`src/rtl/uart_rx_gen.sv`:
```
// Parametrised UART receiver: DATA_BITS data bits LSB first, optional parity, 1 or 2 stop bits.
// Optional feature macro UART_RX_MAJORITY_EN: 2-of-3 majority vote around each bit centre.
module uart_rx_gen #(
  parameter int BAUD_END    = 5208,
  parameter int DATA_BITS   = 8,
  parameter int PARITY_MODE = 0,
  parameter int STOP_BITS   = 1
) (
  input  logic                 clk,
  input  logic                 rst,
  input  logic                 rs232_rx,
  output logic [DATA_BITS-1:0] rx_data,
  output logic                 po_flag,
  output logic                 parity_err,
  output logic                 frame_err,
  output logic                 busy
);

  localparam int             MID     = BAUD_END / 2 - 1;
  localparam int             CW      = $clog2(BAUD_END);
  localparam logic [CW-1:0]  C_MID   = CW'(MID);
  localparam logic [CW-1:0]  C_END   = CW'(BAUD_END - 1);
  localparam logic [3:0]     C_DLAST = 4'(DATA_BITS - 1);
  localparam logic [3:0]     C_SLAST = 4'(STOP_BITS - 1);
  localparam logic           HAS_PAR = (PARITY_MODE != 0);
  localparam logic           ODD_PAR = (PARITY_MODE == 1);

  typedef enum logic [2:0] {
    S_IDLE   = 3'd0,
    S_START  = 3'd1,
    S_DATA   = 3'd2,
    S_PARITY = 3'd3,
    S_STOP   = 3'd4
  } state_t;

  state_t               r_state, w_state_nxt;
  logic                 r_rx_s1, r_rx_s, r_rx_d;
  logic [CW-1:0]        r_baud_cnt;
  logic [3:0]           r_bit_cnt;
  logic [DATA_BITS-1:0] r_shift;
  logic                 r_par_acc, r_frm_acc;
  logic                 w_start, w_sample, w_bit, w_done;

  // Odd parity wants an odd total count of ones over data plus parity bit.
  function automatic logic f_par_err(input logic [DATA_BITS-1:0] d, input logic p);
    return ((^d) ^ p) != ODD_PAR;
  endfunction

  assign w_start = r_rx_d & ~r_rx_s;

`ifdef UART_RX_MAJORITY_EN
  localparam logic [CW-1:0] C_MIDM1 = CW'(MID - 1);
  localparam logic [CW-1:0] C_MIDP1 = CW'(MID + 1);
  logic r_maj0, r_maj1;

  // Capture the two earlier votes; the third is the live rx_s at MID+1.
  always_ff @(posedge clk) begin
    if (rst) begin
      r_maj0 <= 1'b1;
      r_maj1 <= 1'b1;
    end else begin
      if (r_baud_cnt == C_MIDM1) r_maj0 <= r_rx_s;
      if (r_baud_cnt == C_MID)   r_maj1 <= r_rx_s;
    end
  end

  assign w_sample = (r_baud_cnt == C_MIDP1);
  assign w_bit    = (r_maj0 & r_maj1) | (r_maj0 & r_rx_s) | (r_maj1 & r_rx_s);
`else
  assign w_sample = (r_baud_cnt == C_MID);
  assign w_bit    = r_rx_s;
`endif

  // Two-stage synchroniser plus one delay stage for falling-edge detection.
  always_ff @(posedge clk) begin
    if (rst) begin
      r_rx_s1 <= 1'b1;
      r_rx_s  <= 1'b1;
      r_rx_d  <= 1'b1;
    end else begin
      r_rx_s1 <= rs232_rx;
      r_rx_s  <= r_rx_s1;
      r_rx_d  <= r_rx_s;
    end
  end

  // FSM state register.
  always_ff @(posedge clk) begin
    if (rst) r_state <= S_IDLE;
    else     r_state <= w_state_nxt;
  end

  // FSM next-state and frame-complete strobe.
  always_comb begin
    w_state_nxt = r_state;
    w_done      = 1'b0;
    case (r_state)
      S_IDLE: begin
        if (w_start) w_state_nxt = S_START;
        else         w_state_nxt = S_IDLE;
      end
      S_START: begin
        if (w_sample) begin
          if (w_bit) w_state_nxt = S_IDLE;
          else       w_state_nxt = S_DATA;
        end else begin
          w_state_nxt = S_START;
        end
      end
      S_DATA: begin
        if (w_sample && (r_bit_cnt == C_DLAST)) w_state_nxt = HAS_PAR ? S_PARITY : S_STOP;
        else                                    w_state_nxt = S_DATA;
      end
      S_PARITY: begin
        if (w_sample) w_state_nxt = S_STOP;
        else          w_state_nxt = S_PARITY;
      end
      S_STOP: begin
        if (w_sample && (r_bit_cnt == C_SLAST)) begin
          w_state_nxt = S_IDLE;
          w_done      = 1'b1;
        end else begin
          w_state_nxt = S_STOP;
        end
      end
      default: w_state_nxt = S_IDLE;
    endcase
  end

  // Baud counter: held at zero outside a frame, wraps once per bit.
  always_ff @(posedge clk) begin
    if (rst || (r_state == S_IDLE) || (w_state_nxt == S_IDLE)) r_baud_cnt <= {CW{1'b0}};
    else if (r_baud_cnt == C_END)                               r_baud_cnt <= {CW{1'b0}};
    else                                                        r_baud_cnt <= r_baud_cnt + CW'(1);
  end

  // Bit counter restarts on every state change.
  always_ff @(posedge clk) begin
    if (rst || (w_state_nxt != r_state))                          r_bit_cnt <= 4'd0;
    else if (w_sample && ((r_state == S_DATA) || (r_state == S_STOP))) r_bit_cnt <= r_bit_cnt + 4'd1;
    else                                                          r_bit_cnt <= r_bit_cnt;
  end

  // Shift register and per-frame error accumulators.
  always_ff @(posedge clk) begin
    if (rst) begin
      r_shift   <= {DATA_BITS{1'b0}};
      r_par_acc <= 1'b0;
      r_frm_acc <= 1'b0;
    end else if ((r_state == S_IDLE) && w_start) begin
      r_par_acc <= 1'b0;
      r_frm_acc <= 1'b0;
    end else if (w_sample) begin
      case (r_state)
        S_DATA:   r_shift   <= {w_bit, r_shift[DATA_BITS-1:1]};
        S_PARITY: r_par_acc <= f_par_err(r_shift, w_bit);
        S_STOP:   r_frm_acc <= r_frm_acc | ~w_bit;
        default:  r_shift   <= r_shift;
      endcase
    end
  end

  // Registered outputs; word and error flags change only with po_flag.
  always_ff @(posedge clk) begin
    if (rst) begin
      rx_data    <= {DATA_BITS{1'b0}};
      parity_err <= 1'b0;
      frame_err  <= 1'b0;
      po_flag    <= 1'b0;
      busy       <= 1'b0;
    end else begin
      po_flag <= w_done;
      busy    <= (w_state_nxt != S_IDLE);
      if (w_done) begin
        rx_data    <= r_shift;
        parity_err <= r_par_acc;
        frame_err  <= r_frm_acc | ~w_bit;
      end
    end
  end

endmodule

```
`config.mk`:
```
export PLATFORM = sky130hd
export DESIGN_NAME = uart_rx_gen
export DESIGN_NICKNAME = d
export VERILOG_FILES = /design/src/rtl/uart_rx_gen.sv
export SDC_FILE = /design/constraint.sdc
export NUM_CORES = 1
export LEC_CHECK = 0
export CAP_MARGIN = 20
export CORE_ASPECT_RATIO = 0.6
export CORE_MARGIN = 3
export CORE_UTILIZATION = 38
export DETAILED_ROUTE_END_ITERATION = 12
export SYNTH_ARGS = -nofsm -noshare
export SYNTH_HDL_FRONTEND = slang
export SYNTH_SLANG_ARGS = --single-unit
```
`constraint.sdc`:
```
create_clock -name clk -period 2.5 [get_ports clk]
set_input_delay 0.5 -clock clk [delete_from_list [all_inputs] [get_ports clk]]
set_output_delay 0.5 -clock clk [all_outputs]
set_load 0.005 [all_outputs]
```
==> impl_metrics.py <==
metrics = {
    "die": {
        "row_count": 19,
        "fp.dieW_um": 100,
        "die_area_mm2": 0.00629,
        "initial_core_util_pct": 41.9,
        "core_mm2": 0.00485,
        "ios": 15,
        "die_h_um": 62.6,
    },
    "sta": {
        "hold_viol": 0,
        "setup_ws_ns": 0.177,
        "timing.fmax_mhz": 430,
        "holdWs_ns": 0.416,
        "rsz0062_at_grt": "no",
        "setup_viol": 0,
        "period_needed_ns": 2.32,
        "final.setup.tns_ns": 0,
        "finalCritPeriodShare_pct": 92.9,
        "finalMaxSlewViolations": 0,
        "worst_slew_pin_slew_ns": 0.346,
        "final.setup_skew_ns": 0.0109,
        "relSlewSlack_pct": 76.7,
    },
    "placement": {
        "port_buffers": 14,
        "pre_cts_slack_ns": 0.184,
        "dp_hpwl_mm": 2.76,
        "gp_congestion": 0.771,
        "dpl_cell_area_mm2": 0.00229,
        "dp.cells": 293,
    },
    "worst_setup_path": {
        "ff2ff_setup_slack_ns": 0.18,
        "timing.rr.end": "parity_err",
        "critPathLaunchType": "flip-flop",
        "worstPathCellList": "ha_1 -> or4b_4 -> or3_1 -> nor3_2 -> buf_12 -> mux2i_1 -> nor2_1",
        "worstPathRequired_ns": 2.68,
        "crit_type": "flip-flop to flip-flop",
        "arrival_ns": 2.51,
        "slowest_delay_ns": 0.48,
        "ff2ff_path_depth": 7,
        "worstReg2RegStart": "r_baud_cnt[0]",
        "cp_max_fo": 11,
        "cpMaxStageDelayCell": "or3_1",
        "worstSetupEndpointType": "flip-flop",
    },
    "cts": {
        "path_clk_slew_ns": 0.09,
        "clock_path_buffers": 2,
        "cts_tree": "done",
        "clk_latency_ns": 0.29,
        "cts_setup_buffers": 0,
        "cts.sinks": 45,
        "clock-root-buffer": "clkbuf_8",
        "cts_hold_buf": 0,
        "cts_htree_levels": 2,
        "cts_buffers": 5,
        "ctsResizeCount": 0,
    },
    "cells_and_area": {
        "finalNetCount": 243,
        "diodes": 0,
        "fin_area_mm2": 0.00241,
        "areaGrowthSynthToFinish_pct": 18.5,
        "layout-drive-gt1-share_pct": 13.0,
        "final_cells": 301,
        "utilization_pct": 49.7,
    },
    "status": {
        "outcome": "finished clean",
    },
    "power_and_ir_drop": {
        "vdd_drop_max_mv": 0.382,
        "switching_power_uw": 266,
        "power_frac_comb_pct": 2.9,
        "leakage_nw": 0.842,
        "sw_frac_of_total_pct": 20.0,
        "powerDensity_mw_per_mm2": 551,
        "pwr-share-seq_pct": 54.3,
        "power.total_mw": 1.33,
        "p_clk_share_pct": 42.7,
        "internal_power_mw": 1.06,
    },
    "drt": {
        "wl_per_cell_um": 12.6,
        "avgViaCountPerCell": 4.84,
        "wirelength_mm": 3.80,
        "drtAntennaViolNets": 0,
        "drtIter0Drc": 100,
        "drt_drc_violations_left": 0,
        "first_pass_iters": 4,
        "dr_total_vias": 1456,
    },
    "synthesis": {
        "ys_seq_area_share_pct": 44.3,
        "yosys_register_bits": 45,
        "syn_inst": 215,
        "yosys_most_used_dff": "dfxtp_1",
        "synthesis.area_mm2": 0.00203,
        "synth_nets": 221,
        "ys_types": 44,
        "synth.avg_cell_area_um2": 9.45,
        "async_flop_share_pct": 0,
        "yosys_warnings": 0,
        "synth_enable_flop_cells": 0,
    },
    "worst_hold_path": {
        "hold_class": "flip-flop to flip-flop",
        "min_from": "r_rx_s1",
        "worstHoldEndpoint": "r_rx_s",
        "holdPathStages": 1,
    },
    "global_route": {
        "antenna_found_initial": 0,
        "grt_pass1_wl_mm": 6.24,
        "grt_max_degree": 24,
        "grt_usage_pct": 12.5,
        "grt_overflow": 0,
        "grt_pass1_vias": 1245,
    },
    "job": {
        "drv_cap": 0,
    },
}
[metal layers]
metal / share of wire (%) / global-route usage [%] / routed length (um) / up-vias
li1: - / - / - / 783
met2: 34 / 13.4 / 1270 / 36
met1: 59 / 21.7 / 2240 / 633
met4: 0.76 / 3.03 / 29 / 0
met5: 0 / 0 / 0 / -
met3: 6.7 / 4.01 / 255 / 4
[cell families (layout without fill, tap and decap cells)]
family,Yosys count,count (layout),share of synthesized area [%]
AO/OA/AOI/OAI,19,19,7.02
XOR/XNOR,21,21,9.73
adder cells (fa/ha/maj),3,3,1.85
buffers and inverters,14,37,3.39
flip-flops,45,45,44.3
multiplexers,18,18,8.87
AND/OR/NAND/NOR,95,95,24.8
[worst max path at each step]
| stage | end | from | cells after the start |
|---|---|---|---|
| 6_report | parity_err | r_baud_cnt[0] | 7 |
| 3_5_place_dp | parity_err | r_baud_cnt[0] | 7 |
| 5_1_grt | parity_err | r_baud_cnt[0] | 7 |
| 3_3_place_gp | r_baud_cnt[0] | r_baud_cnt[0] | 7 |
| 4_1_cts | parity_err | r_baud_cnt[0] | 7 |
| 2_1_floorplan | rx_data[0] | r_baud_cnt[0] | 8 |
[sequential cells by signal, indices dropped and copies added, names as in the netlist, 3 cells and up]
signal / flops
r_shift: 8
r_baud_cnt: 13
rx_data: 8
r_bit_cnt: 4
r_state: 3
[layout make-up]
type / count / area (um^2)
clock buffers: 6 / 82.6
clock inverters: 2 / 37.5
fillers: 468 / 2440
inverters: 5 / 18.8
multi-input cells: 156 / 1060
flip-flops and latches: 45 / 901
well taps: 63 / 78.8
repair buffers: 24 / 228
[critical path, delay by kind of cell, from the launching register on]
kind	cells	cell delay (ns)
adders and majority gates	1	0.17
muxes	1	0.20
DFF	1	0.36
and+or+nand+nor	4	1.30
buffers and inverters	1	0.18
[synth_stat cells (all sizes together), types with 4 or more instances]
library cell | n | area share (%)
nor3 | 5 | 2.0
nand2 | 11 | 2.0
nor2 | 36 | 6.7
xnor2 | 13 | 5.6
mux2i | 18 | 8.9
dfxtp | 45 | 44
inv | 5 | 0.92
xor2 | 7 | 3.0
clkbuf | 5 | 0.92
buf | 4 | 1.5
nand3 | 11 | 2.7
or2 | 5 | 1.5
a21oi | 5 | 1.2
[layout by cell type (no fill, tap or decap), types with 2 or more instances in the layout]
cell / Yosys / layout
a21o_1: 3 / 3
a21oi_1: 5 / 5
a31oi_1: 2 / 2
and2_1: 3 / 3
and3_1: 3 / 3
buf_4: 2 / 9
clkbuf_8: 0 / 6
clkdlybuf4s50_1: 0 / 14
dfxtp_1: 45 / 45
ha_1: 3 / 3
inv_1: 5 / 5
mux2i_1: 18 / 18
nand2_1: 11 / 11
nand2b_1: 2 / 2
nand3_1: 11 / 11
nand4_1: 2 / 2
nor2_1: 36 / 36
nor2b_1: 3 / 3
nor3_1: 3 / 3
nor4_1: 3 / 3
nor4b_1: 2 / 2
or2_2: 5 / 5
or3_1: 2 / 2
or4b_4: 2 / 2
xnor2_1: 13 / 13
xor2_1: 7 / 7
[power groups by stage]
stage	registers, mW	clock network (mW)	logic [mW]
after global routing	0.722	0.617	0.0421
final	0.722	0.568	0.0389
after global placement	0.739	0	0.0391
after detailed placement	0.738	0	0.0388
after floorplan	0.738	0	0.0250
after CTS	0.722	0.585	0.0388
No activity file was read; power rests on OpenSTA's default activity.
